<file path="src/rtl/auto_jogador_pkg.sv">
// auto_jogador_pkg: shared state codes and helpers for the automatic player.
// Holds the FSM encoding, the "no error" sentinel and the move-corruption helper.
package auto_jogador_pkg;

  typedef enum logic [3:0] {
    INICIAL = 4'd0,
    PULSO   = 4'd1,
    ESPERA  = 4'd2,
    APLICA  = 4'd3,
    FIM     = 4'd4
  } estado_t;

  // Move index that can never be reached, so no move is corrupted.
  localparam int unsigned ERRO_NENHUM = 16;

  function automatic logic [3:0] rotl1(input logic [3:0] v);
    return {v[2:0], v[3]};
  endfunction

endpackage

</file>
<file path="src/rtl/rom_jogadas_16x4.sv">
// rom_jogadas_16x4: fixed 16-entry one-hot move table.
// Ports: endereco_i (4-bit move index), jogada_o (4-bit one-hot move).
module rom_jogadas_16x4 (
  input  logic [3:0] endereco_i,
  output logic [3:0] jogada_o
);

  always_comb begin
    jogada_o = 4'b0000;
    case (endereco_i)
      4'd0:  jogada_o = 4'b0001;
      4'd1:  jogada_o = 4'b0010;
      4'd2:  jogada_o = 4'b0100;
      4'd3:  jogada_o = 4'b1000;
      4'd4:  jogada_o = 4'b0100;
      4'd5:  jogada_o = 4'b0010;
      4'd6:  jogada_o = 4'b0001;
      4'd7:  jogada_o = 4'b0001;
      4'd8:  jogada_o = 4'b0010;
      4'd9:  jogada_o = 4'b0010;
      4'd10: jogada_o = 4'b0100;
      4'd11: jogada_o = 4'b0100;
      4'd12: jogada_o = 4'b1000;
      4'd13: jogada_o = 4'b1000;
      4'd14: jogada_o = 4'b0001;
      4'd15: jogada_o = 4'b0010;
      default: jogada_o = 4'b0000;
    endcase
  end

endmodule

</file>
<file path="src/rtl/auto_jogador.sv">
// auto_jogador: self-test player that drives the memory game with a fixed
// move sequence and latches the game's verdict.
// Ports: clock, reset (async, high); iniciar_auto start request;
//   pronto/acertou/errou_jogo from the game; iniciar_jogo, chaves to the game;
//   ocupado, fim, resultado_acertou/errou status; db_estado, db_indice debug.
module auto_jogador
  import auto_jogador_pkg::*;
#(
  parameter int unsigned INIT_CYCLES = 5,
  parameter int unsigned HOLD_CYCLES = 10,
  parameter int unsigned GAP_CYCLES  = 10,
  parameter int unsigned NUM_JOGADAS = 16,
  parameter int unsigned ERRO_POS    = ERRO_NENHUM
) (
  input  logic       clock,
  input  logic       reset,
  input  logic       iniciar_auto,
  input  logic       pronto_jogo,
  input  logic       acertou_jogo,
  input  logic       errou_jogo,
  output logic       iniciar_jogo,
  output logic [3:0] chaves,
  output logic       ocupado,
  output logic       fim,
  output logic       resultado_acertou,
  output logic       resultado_errou,
  output logic [3:0] db_estado,
  output logic [4:0] db_indice
);

  localparam int unsigned MAX_IH =
    (INIT_CYCLES > HOLD_CYCLES) ? INIT_CYCLES : HOLD_CYCLES;
  localparam int unsigned MAX_N =
    (MAX_IH > GAP_CYCLES) ? MAX_IH : GAP_CYCLES;
  localparam int CW = $clog2(MAX_N) + 1;

  localparam logic [CW-1:0] INIT_LAST = CW'(INIT_CYCLES - 1);
  localparam logic [CW-1:0] HOLD_LAST = CW'(HOLD_CYCLES - 1);
  localparam logic [CW-1:0] GAP_LAST  = CW'(GAP_CYCLES - 1);
  localparam logic [4:0]    IDX_FIM   = 5'(NUM_JOGADAS);
  localparam logic [4:0]    IDX_ERRO  = 5'(ERRO_POS);

  estado_t       estado_q, estado_d;
  logic [CW-1:0] cont_q, cont_d;
  logic [4:0]    indice_q, indice_d;
  logic          acertou_q, acertou_d;
  logic          errou_q, errou_d;

  logic [3:0] jogada_rom;
  logic [3:0] jogada;

  rom_jogadas_16x4 u_rom (
    .endereco_i (indice_q[3:0]),
    .jogada_o   (jogada_rom)
  );

  assign jogada = (indice_q == IDX_ERRO) ? rotl1(jogada_rom)
                                         : jogada_rom;

  always_comb begin
    estado_d  = estado_q;
    cont_d    = cont_q + 1'b1;
    indice_d  = indice_q;
    acertou_d = acertou_q;
    errou_d   = errou_q;

    if (ocupado && pronto_jogo) begin
      acertou_d = acertou_jogo;
      errou_d   = errou_jogo;
    end

    unique case (estado_q)
      INICIAL, FIM: begin
        cont_d = '0;
        // A restart overrides any verdict still being presented.
        if (iniciar_auto) begin
          estado_d  = PULSO;
          indice_d  = '0;
          acertou_d = 1'b0;
          errou_d   = 1'b0;
        end
      end
      PULSO: begin
        if (cont_q == INIT_LAST) begin
          estado_d = ESPERA;
          cont_d   = '0;
        end
      end
      ESPERA: begin
        if (pronto_jogo) begin
          estado_d = FIM;
          cont_d   = '0;
        end else if (cont_q == GAP_LAST) begin
          estado_d = (indice_q == IDX_FIM) ? FIM : APLICA;
          cont_d   = '0;
        end
      end
      APLICA: begin
        // Abort has priority: the index stays on the aborted move.
        if (pronto_jogo) begin
          estado_d = FIM;
          cont_d   = '0;
        end else if (cont_q == HOLD_LAST) begin
          estado_d = ESPERA;
          cont_d   = '0;
          indice_d = indice_q + 5'd1;
        end
      end
      default: begin
        estado_d = INICIAL;
        cont_d   = '0;
      end
    endcase
  end

  always_ff @(posedge clock or posedge reset) begin
    if (reset) begin
      estado_q  <= INICIAL;
      cont_q    <= '0;
      indice_q  <= '0;
      acertou_q <= 1'b0;
      errou_q   <= 1'b0;
    end else begin
      estado_q  <= estado_d;
      cont_q    <= cont_d;
      indice_q  <= indice_d;
      acertou_q <= acertou_d;
      errou_q   <= errou_d;
    end
  end

  assign ocupado           = (estado_q == PULSO) ||
                             (estado_q == ESPERA) ||
                             (estado_q == APLICA);
  assign iniciar_jogo      = (estado_q == PULSO);
  assign fim               = (estado_q == FIM);
  assign chaves            = (estado_q == APLICA) ? jogada : 4'b0000;
  assign resultado_acertou = acertou_q;
  assign resultado_errou   = errou_q;
  assign db_estado         = estado_q;
  assign db_indice         = indice_q;

endmodule

</file>
<file path="config.mk">
export PLATFORM = sky130hd
export DESIGN_NAME = auto_jogador
export DESIGN_NICKNAME = d
export VERILOG_FILES = /design/src/rtl/auto_jogador_pkg.sv /design/src/rtl/rom_jogadas_16x4.sv /design/src/rtl/auto_jogador.sv
export SDC_FILE = /design/constraint.sdc
export NUM_CORES = 1
export LEC_CHECK = 0
export BUFFER_PORTS_ARGS = -buffer_cell sky130_fd_sc_hd__buf_2
export CAP_MARGIN = 5
export CORE_AREA = 2 2 57 59
export CTS_CLUSTER_DIAMETER = 30
export DETAILED_ROUTE_END_ITERATION = 6
export DIE_AREA = 0 0 59 61
export PLACE_DENSITY = 0.69
export SLEW_MARGIN = 15
export SYNTH_ARGS = -nofsm -noshare
export SYNTH_HDL_FRONTEND = slang
export SYNTH_SLANG_ARGS = --single-unit
</file>
<file path="constraint.sdc">
create_clock -name clock -period 2.1 [get_ports clock]
set_clock_uncertainty 0.2 [all_clocks]
set_input_delay 0.105 -clock clock [delete_from_list [all_inputs] [get_ports clock]]
set_output_delay 0.105 -clock clock [all_outputs]
set_load 0.01 [all_outputs]
</file>
Yosys cells after proc, flatten, opt, wreduce, memory -nomap -nowiden

Memory sizes are Yosys's and may differ from the RTL's.
Cells that the tools add are included.

Register bits after elaboration: 16
Bits in latches: 0
RAM bits: 0
Memory bits (read-only): 64
Input port bits: 6
Output and inout bits: 18
Word-level logic and storage cells: 54
Memories kept: 1

Add/sub/neg operators: 2
$mul: 0
Divide/modulo/power cells: 0
Magnitude comparators: 0
Equality and inequality tests: 13
Shifts and indexed selects: 0
Multiplexer cells: 24
Bitwise operators: 0
Reductions and logical operators: 9

Memories:

| memory           | words | bits a word | rd ports | clocked after Yosys merged registers in | write ports | RTL line               | source |
|---|---|---|---|---|---|---|---|
| (name not given) | 16    | 4           | 1        | 0                                       | 0           | rom_jogadas_16x4.sv:10 | `case (endereco_i)` |

Operators with widths:

| cell                                                                     | count |
|---|---|
| 4-bit two-way mux                                                        | 8 |
| 5-bit two-way mux                                                        | 6 |
| 5-bit case mux with 2 select lines                                       | 2 |
| 4-bit case mux with 4 select lines                                       | 1 |
| 5-bit by 1-bit adder with 5-bit output (second input constant)           | 2 |
| 4-bit by 2-bit equality test with 1-bit output (second input constant)   | 2 |
| 4-bit AND reduction                                                      | 2 |
| 1-bit two-way mux                                                        | 6 |
| 2-bit inequality test (second input constant)                            | 3 |
| 3-bit inequality test (second input constant)                            | 2 |
| 5-bit by 3-bit equality test with 1-bit output (second input constant)   | 1 |
| 5-bit by 4-bit equality test with 1-bit output (second input constant)   | 1 |
| 5-bit equality test (second input constant)                              | 1 |
| 4-bit by 1-bit equality test with 1-bit output (second input constant)   | 1 |
| 4-bit by 3-bit equality test with 1-bit output (second input constant)   | 1 |
| 4-bit logical NOT                                                        | 1 |
| 2-bit OR reduction                                                       | 2 |
| 3-bit two-way mux                                                        | 1 |
| 1-bit logical OR                                                         | 2 |
| 2-bit by 1-bit inequality test with 1-bit output (second input constant) | 1 |
| 2-bit nonzero test                                                       | 1 |
| 1-bit logical AND                                                        | 1 |

Logic depth before layout (Yosys ltp)

Gate-level depths: netlist of run 1.

Word-level depth: 7
Gate-level depth with buffers: 6
Gate-level depth less buffers: 5

Hierarchy

Synthesis of run 1 repeated with hierarchy kept, for this count alone.

Cells, all modules: 113
Area, all modules: 1068.5 µm²

By module, submodules not included:

| module           | times used | cells an instance | area an instance (µm²) | sequential area each (µm²) |
|---|---|---|---|---|
| auto_jogador     | 1          | 99                | 979.7                  | 375.4 |
| rom_jogadas_16x4 | 1          | 14                | 88.8                   | 0.0 |

Worst setup path after synthesis of run 1

Ideal clock, no wire load.

Path type: register -> register
From: register cont_q[0]
To: register indice_q[0], in the netlist db_indice[0]
Library setup time: 125 ps
Arrival: 1429 ps
Data required time: 1775 ps
Path slack: 346 ps
Cell stages (with the launch flop): 5
Path buffers: 0
Clock period less this slack: 1754 ps
Path through: dfrtp_1 ha_1 and4bb_2 a31oi_4 mux2_2

Cells in the longest elaborated chain, start to end: 3

RTL lines:

| element                                        | RTL line            | source |
|---|---|---|
| from (decl)                                    | auto_jogador.sv:44  | `logic [CW-1:0] cont_q, cont_d;` |
| from (signal assigned)                         | auto_jogador.sv:125 | `cont_q <= cont_d;` |
| 5-bit by 4-bit equality test with 1-bit output | auto_jogador.sv:103 | `end else if (cont_q == HOLD_LAST) begin` |
| 2-bit inequality test (no line)                | -                   |  |
| 4-bit AND reduction (no line)                  | -                   |  |
| to (signal assigned)                           | auto_jogador.sv:126 | `indice_q <= indice_d;` |
| to (decl)                                      | auto_jogador.sv:45  | `logic [4:0] indice_q, indice_d;` |

No other way between the ends.
A chain may end at the register's enable or synchronous reset.

Worst setup path after layout of run 1

From: register indice_q[1], in the netlist db_indice[1]
To: output port chaves[0]

Cells in the longest elaborated chain, start to end: 3
Elaborated cells on any way between the ends: 4
Those cells by class: eq/ne (1); mux (2); memory (1)

RTL lines:

| element                                                  | RTL line            | source |
|---|---|---|
| memory 16 x 4 bit or 5-bit equality test (tied branches) | -                   |  |
| 4-bit two-way mux *                                      | auto_jogador.sv:57  | `assign jogada = (indice_q == IDX_ERRO) ? rotl1(jogada_rom)` |
| 4-bit two-way mux *                                      | auto_jogador.sv:137 | `assign chaves = (estado_q == APLICA) ? jogada : 4'b0000;` |
| to (decl)                                                | auto_jogador.sv:22  | `output logic [3:0] chaves,` |

Mark *: on every way between the ends. The rest lies on a longest branch, timed or not.

==> flow_summary.json, run 1 <==
{
  "outcome": "finished clean",
  "n_fill_cell": 291,
  "cts_tree": "yes",
  "antenna_found_initial": 0,
  "mostFrequentLayoutCell": "buf_2",
  "fin_crit_ns": 2.05,
  "io_buffers": 22,
  "vdd_drop_max_v": 0.000601,
  "synthDistinctLibCells": 42,
  "worstSetupPathType": "register to output pin",
  "slowest_delay_ns": 0.47,
  "root_buffer": "clkbuf_4",
  "synth_edf_count": 0,
  "die_h_um": 61,
  "synth-xor-area-share": 0.0233,
  "drt-initial-drc-count": 32,
  "grt_max_degree": 16,
  "cts_buffer_depth": 2,
  "synthMuxAreaShare": 0.0477,
  "post-route-drc-count": 0,
  "worstPathMaxFanout": 8,
  "yosys.area_share.simple": 0.257,
  "cp_common_cell": "ha_1",
  "synth.avg_cell_area_um2": 10.4,
  "cts_sinks": 15,
  "total_power_mw": 1.35,
  "syn_nets": 123,
  "num-nets-final": 154,
  "cp.required_ns": 1.79,
  "tightest_slew_ns": 0.594,
  "clk_latency_ns": 0.28,
  "cts_max_level": 1,
  "wl_mm": 2.52,
  "fin_crit_sh": 0.976,
  "coreArea_mm2": 0.00295,
  "seq_area_frac_synth": 0.333,
  "maxCapViolCount": 0,
  "crit_chain": "ha_1 -> ha_1 -> nand2b_1 -> a31oi_2 -> a211oi_1 -> buf_2",
  "rsz0062_at_grt": "true",
  "grt_util_all_layers": 0.158,
  "syn_inst": 109,
  "fmax_mhz": 488,
  "via_per_inst": 5.52,
  "critical_path.startpoint_type": "register",
  "pin_count": 24,
  "synthArstFlopShare": 1.00,
  "synth-seq-cells": 15,
  "antenna_cells": 0,
  "relSlewSlack": 0.604,
  "hold_slack_ns": 0.0752,
  "setup_viol_count_final": 0,
  "synth_ff_type": "dfrtp_1",
  "yosys_warnings": 0,
  "postLayoutCoreUtil": 0.469,
  "vias": 950,
  "syn2layout_area_growth_pct": 22.6,
  "num_rows": 20,
  "grt_first_pass_wirelength_mm": 4.33,
  "die_x_um": 59,
  "synth_compound_area_frac": 0.178,
  "drtAntennaViolNets": 0,
  "dr.pass1.iters": 4,
  "min_path_type": "input port to register",
  "drive_gt1_frac": 0.353,
  "dp_hpwl_mm": 1.81,
  "cp-end-kind": "output pin",
  "cpMaxStageDelayCell": "dfrtp_2",
  "numCtsBuffers": 3,
  "synth_fa_ha_area_frac": 0.0887,
  "first_global_vias": 932,
  "p_leak_nw": 0.624,
  "clk_pin_slew_ns": 0.09,
  "start_util": 0.382,
  "netlist_area_mm2": 0.00113,
  "hold_viol_final": 0,
  "power-per-cell-area_mw_per_mm2": 973,
  "r2r_setup_slack_ns": 0.14,
  "setup_ws_ns": 0.0498,
  "synth_top_family_by_area": "simple AND/OR/NAND/NOR gates",
  "worstPathArrival_ns": 1.75,
  "layout_common_cells": "22 x buf_2, 11 x inv_1, 11 x dfrtp_1",
  "drv_slew": 0,
  "grt_remaining_overflow": 0,
  "pre_cts_ws_ns": 0.266,
  "routedWlPerCell_um": 14.7,
  "finalWeightedCongestion": 0.838,
  "setup-tns-final_ns": 0,
  "dieArea_mm2": 0.00360
}
## flip-flops by register name, indices dropped and copies added, names as in the netlist
register,count
resultado_errou,1
resultado_acertou,1
db_estado,3
db_indice,5
cont_q,5
## layout make-up
| type | count | area (um2) | area share |
|---|---|---|---|
| Clock buffer | 3 | 22.5 | 0.0163 |
| Sequential cell | 15 | 380 | 0.275 |
| Tap cell | 33 | 41.3 | 0.0298 |
| Multi-Input combinational cell | 78 | 701 | 0.506 |
| Timing Repair Buffer | 31 | 193 | 0.139 |
| Inverter | 11 | 41.3 | 0.0298 |
| Clock inverter | 1 | 5.00 | 0.00362 |
## path summary, 6_finish.rpt
path | end | start | cells after the start
worst max register to register | resultado_errou | db_estado[2] | 5
worst max-delay path | chaves[0] | db_indice[1] | 6
worst min register to register | cont_q[0] | cont_q[0] | 1
max in group asynchronous | db_indice[2] | reset | 3
min in group asynchronous | db_indice[3] | reset | 3
worst min-delay path | db_indice[3] | pronto_jogo | 3
## synth_stat cells (2+ instances only)
cell / number / share of area
nand2_1: 3 / 0.010
dfrtp_1: 15 / 0.33
inv_1: 11 / 0.037
mux2_2: 3 / 0.030
o21ai_0: 3 / 0.013
o41ai_1: 2 / 0.016
a21oi_1: 3 / 0.013
nand4bb_4: 2 / 0.049
mux2i_1: 2 / 0.018
nor3b_2: 2 / 0.022
a32o_1: 2 / 0.018
buf_4: 2 / 0.013
nor2_1: 8 / 0.027
o311ai_0: 2 / 0.016
nand3_1: 6 / 0.027
a31oi_1: 3 / 0.017
nor2b_1: 2 / 0.011
nand4b_1: 2 / 0.016
ha_1: 8 / 0.089
buf_2: 2 / 0.0089
a32oi_1: 2 / 0.016
nand2b_1: 3 / 0.017
xor2_1: 2 / 0.016
## critical path: cells and delay by family (launching register included)
family                     cells  cell delay (ns)
adders and majority gates      2             0.44
AOI/OAI and AO/OA              2             0.27
buffers and inverters          1             0.15
DFF                            1             0.47
and+or+nand+nor                1             0.15
## layer usage
layer | track usage | routed length, um | up-vias
li1 | - | - | 459
met1 | 0.205 | 1100 | 461
met2 | 0.275 | 1290 | 24
met3 | 0.0149 | 101 | 6
met4 | 0.0552 | 36 | 0
met5 | 0 | 0 | -
## cell families after synthesis
family | Yosys count
and+or+nand+nor | 36
AOI/OAI and AO/OA | 25
buffers and inverters | 16
DFF | 15
adders and majority gates | 8
muxes | 5
xor gates and xnor gates | 3
other | 1
## per-stage QoR
| stage | std cells | area [um2] |
|---|---|---|
| 2_1_floorplan | 109 | 1130 |
| 3_3_place_gp | 160 | 1250 |
| 3_5_place_dp | 160 | 1250 |
| 4_1_cts | 170 | 1340 |
| 5_1_grt | 172 | 1380 |
| 6_report | 172 | 1380 |
## where the power goes
group | switching [mW] | internal, mW
registers | 0.133 | 0.363
logic | 0.356 | 0.331
clock network | 0.0932 | 0.0706
total | 0.582 | 0.765
## timing repair
item | in CTS | in global routing
setup buffers | 0 | 2
hold buffers | 6 | 0
endpoints found under the setup margin | 0 | 6
gates resized for setup | 0 | 8
hold endpoints to repair | 18 | 0
No activity file was read; power rests on OpenSTA's default activity.
==> run 2, diff against run 1 <==
--- a/config.mk
+++ b/config.mk
@@ -5,6 +5,7 @@
 export SDC_FILE = /design/constraint.sdc
 export NUM_CORES = 1
 export LEC_CHECK = 0
+export ABC_AREA = 1
 export BUFFER_PORTS_ARGS = -buffer_cell sky130_fd_sc_hd__buf_2
 export CAP_MARGIN = 5
 export CORE_AREA = 2 2 57 59
==> flow_summary.json, run 2 <==
{
  "finalWeightedCongestion": 0.874,
  "dieArea_mm2": 0.00360,
  "post-route-drc-count": 0,
  "hold_viol_final": 0,
  "io_buffers": 22,
  "yosys_warnings": 0,
  "grt_remaining_overflow": 0,
  "synth-seq-cells": 15,
  "coreArea_mm2": 0.00295,
  "die_x_um": 59,
  "crit_chain": "buf_4 -> ha_2 -> ha_1 -> nand2_1 -> nand2_1 -> o21ai_0 -> nor2_1 -> buf_2",
  "num_rows": 20,
  "grt_first_pass_wirelength_mm": 3.94,
  "cts_sinks": 15,
  "maxCapViolCount": 0,
  "setup-tns-final_ns": 0,
  "drv_slew": 0,
  "r2r_setup_slack_ns": 0.21,
  "cp-end-kind": "output pin",
  "antenna_cells": 0,
  "hold_end": "resultado_errou",
  "root_buffer": "clkbuf_4",
  "num-nets-final": 213,
  "worstPathMaxFanout": 5,
  "cts_buffer_depth": 2,
  "first_global_vias": 905,
  "cpMaxStageDelayCell": "dfrtp_2",
  "drtAntennaViolNets": 0,
  "slowest_delay_ns": 0.44,
  "startpoint": "db_indice[0]",
  "pin_count": 24,
  "seq_area_frac_synth": 0.329,
  "synth_ff_type": "dfrtp_1",
  "r2r-start": "db_estado[0]",
  "r2r-end": "resultado_acertou",
  "outcome": "finished clean",
  "synthDistinctLibCells": 24,
  "synth_top_area_cell": "dfrtp_1",
  "postLayoutCoreUtil": 0.467,
  "dr.pass1.iters": 4,
  "die_h_um": 61,
  "fin_crit_sh": 0.954,
  "power-per-cell-area_mw_per_mm2": 1050,
  "drive_gt1_frac": 0.217,
  "p_leak_nw": 0.785,
  "fmax_mhz": 499,
  "cp_common_cell": "nand2_1",
  "synth_edf_count": 0,
  "clk_latency_ns": 0.28,
  "synth.avg_cell_area_um2": 6.83,
  "setup_viol_count_final": 0,
  "yosys-top-cells-count": "50 x nand2_1, 23 x nor2_1, 22 x inv_1",
  "synth_top_area_frac": 0.329,
  "whs_path_depth": 4,
  "r2r.worst_path.cells": 6,
  "layout_common_cells": "49 x nand2_1, 23 x nor2_1, 22 x inv_1, 22 x buf_2, 15 x nand3_1",
  "syn_inst": 167,
  "grt_max_degree": 16,
  "drt-initial-drc-count": 87,
  "min_path_type": "input port to register",
  "relSlewSlack": 0.612,
  "vdd_drop_max_v": 0.000523,
  "hp-start": "pronto_jogo",
  "vias": 1107,
  "tightest_slew_ns": 0.582,
  "worstPathArrival_ns": 1.70,
  "critical_path.startpoint_type": "register",
  "worstSetupPathType": "register to output pin",
  "fin_crit_ns": 2.00,
  "synth.most_common_cell": "nand2_1",
  "syn_nets": 181,
  "cts_max_level": 1,
  "wl_mm": 2.30,
  "mostFrequentLayoutCell": "nand2_1",
  "netlist_area_mm2": 0.00114,
  "syn2layout_area_growth_pct": 21.1,
  "dp_hpwl_mm": 1.73,
  "clk_pin_slew_ns": 0.09,
  "crit_buf_inv": 2,
  "cp.required_ns": 1.79,
  "cp_top_family": "flip-flops",
  "routedWlPerCell_um": 9.97,
  "cts_tree": "yes",
  "numCtsBuffers": 3,
  "yosys-top-cells-area": "dfrtp_1 33%, nand2_1 16%, ha_1 8.8%",
  "via_per_inst": 4.79,
  "start_util": 0.386,
  "grt_util_all_layers": 0.145,
  "n_fill_cell": 314,
  "antenna_found_initial": 0,
  "total_power_mw": 1.45,
  "synthArstFlopShare": 1.00
}
-- run 2: changes by cell type in the layout (fill, tap and decap cells not counted), moves of 4 or more --
cell	delta
nor2_1	+15
nand3_1	+9
nand2_1	+46
inv_1	+11
nand4_1	+4
-- run 2: through the flow --
| stage | setup WS [ns] | cells | area, um2 | hold slack (ns) |
|---|---|---|---|---|
| 2_1_floorplan | 0.515 | 167 | 1140 | -0.194 |
| 3_3_place_gp | 0.337 | 219 | 1270 | 0.00589 |
| 3_5_place_dp | 0.341 | 219 | 1270 | 0.00288 |
| 4_1_cts | 0.0124 | 228 | 1350 | 0.00443 |
| 5_1_grt | -0.00456 | 231 | 1380 | 0.0330 |
| 6_report | 0.0957 | 231 | 1380 | 0.0196 |
-- run 2: how the worst max path moves through the flow --
| stage | cells after the start | to | slack (ns) |
|---|---|---|---|
| 6_report | 8 | chaves[0] | 0.1 |
| 5_1_grt | 8 | chaves[0] | -0.005 |
| 4_1_cts | 9 | chaves[1] | 0.01 |
| 3_5_place_dp | 9 | chaves[1] | 0.34 |
| 3_3_place_gp | 9 | chaves[3] | 0.34 |
| 2_1_floorplan | 8 | chaves[3] | 0.51 |
-- run 2: cell families after synthesis --
logic type | share of synthesized area
flip-flops | 0.329
adder cells (fa/ha/maj) | 0.0878
buffers and inverters | 0.0977
AO/OA/AOI/OAI | 0.0648
other | 0.00329
XOR/XNOR | 0.0231
AND/OR/NAND/NOR | 0.394
-- run 2: worst reg2reg max path, stage by stage, from the launching register on --
cell and delay, ns:
dfrtp_1 0.48, nor2_2 0.26, nor2_2 0.08, nand2_1 0.08, nand2_1 0.05, a22oi_1 0.13
dlygate4sd3_1 0.57
-- run 2: final cells by class --
type	count	area (um2)	share of cell area
Tap cell	33	41.3	0.0299
Timing Repair Buffer	30	183	0.132
Multi-Input combinational cell	124	658	0.477
Clock buffer	4	26.3	0.0190
Inverter	25	93.8	0.0680
Sequential cell	15	378	0.274
-- run 2: repair_timing --
item                                    4_1_cts  5_1_grt
buffers inserted                              0        3
hold buffers                                  5        0
hold endpoints to repair                     17        0
endpoints found under the setup margin        0        4
resized for setup                             0        5
-- run 2: power breakdown --
part / internal, mW / switching [mW] / leakage, nW
logic: 0.317 / 0.508 / 0.572
clock network: 0.0736 / 0.0905 / 0.0150
registers: 0.367 / 0.0968 / 0.198
total: 0.757 / 0.695 / 0.785
-- run 2: routing by layer --
layer | vias to the layer above | wire length (um) | GRT usage
met4 | 0 | 20 | 0.0682
met1 | 506 | 1140 | 0.210
met3 | 2 | 73 | 0.0192
met2 | 17 | 1070 | 0.214
li1 | 582 | - | -
met5 | - | 0 | 0
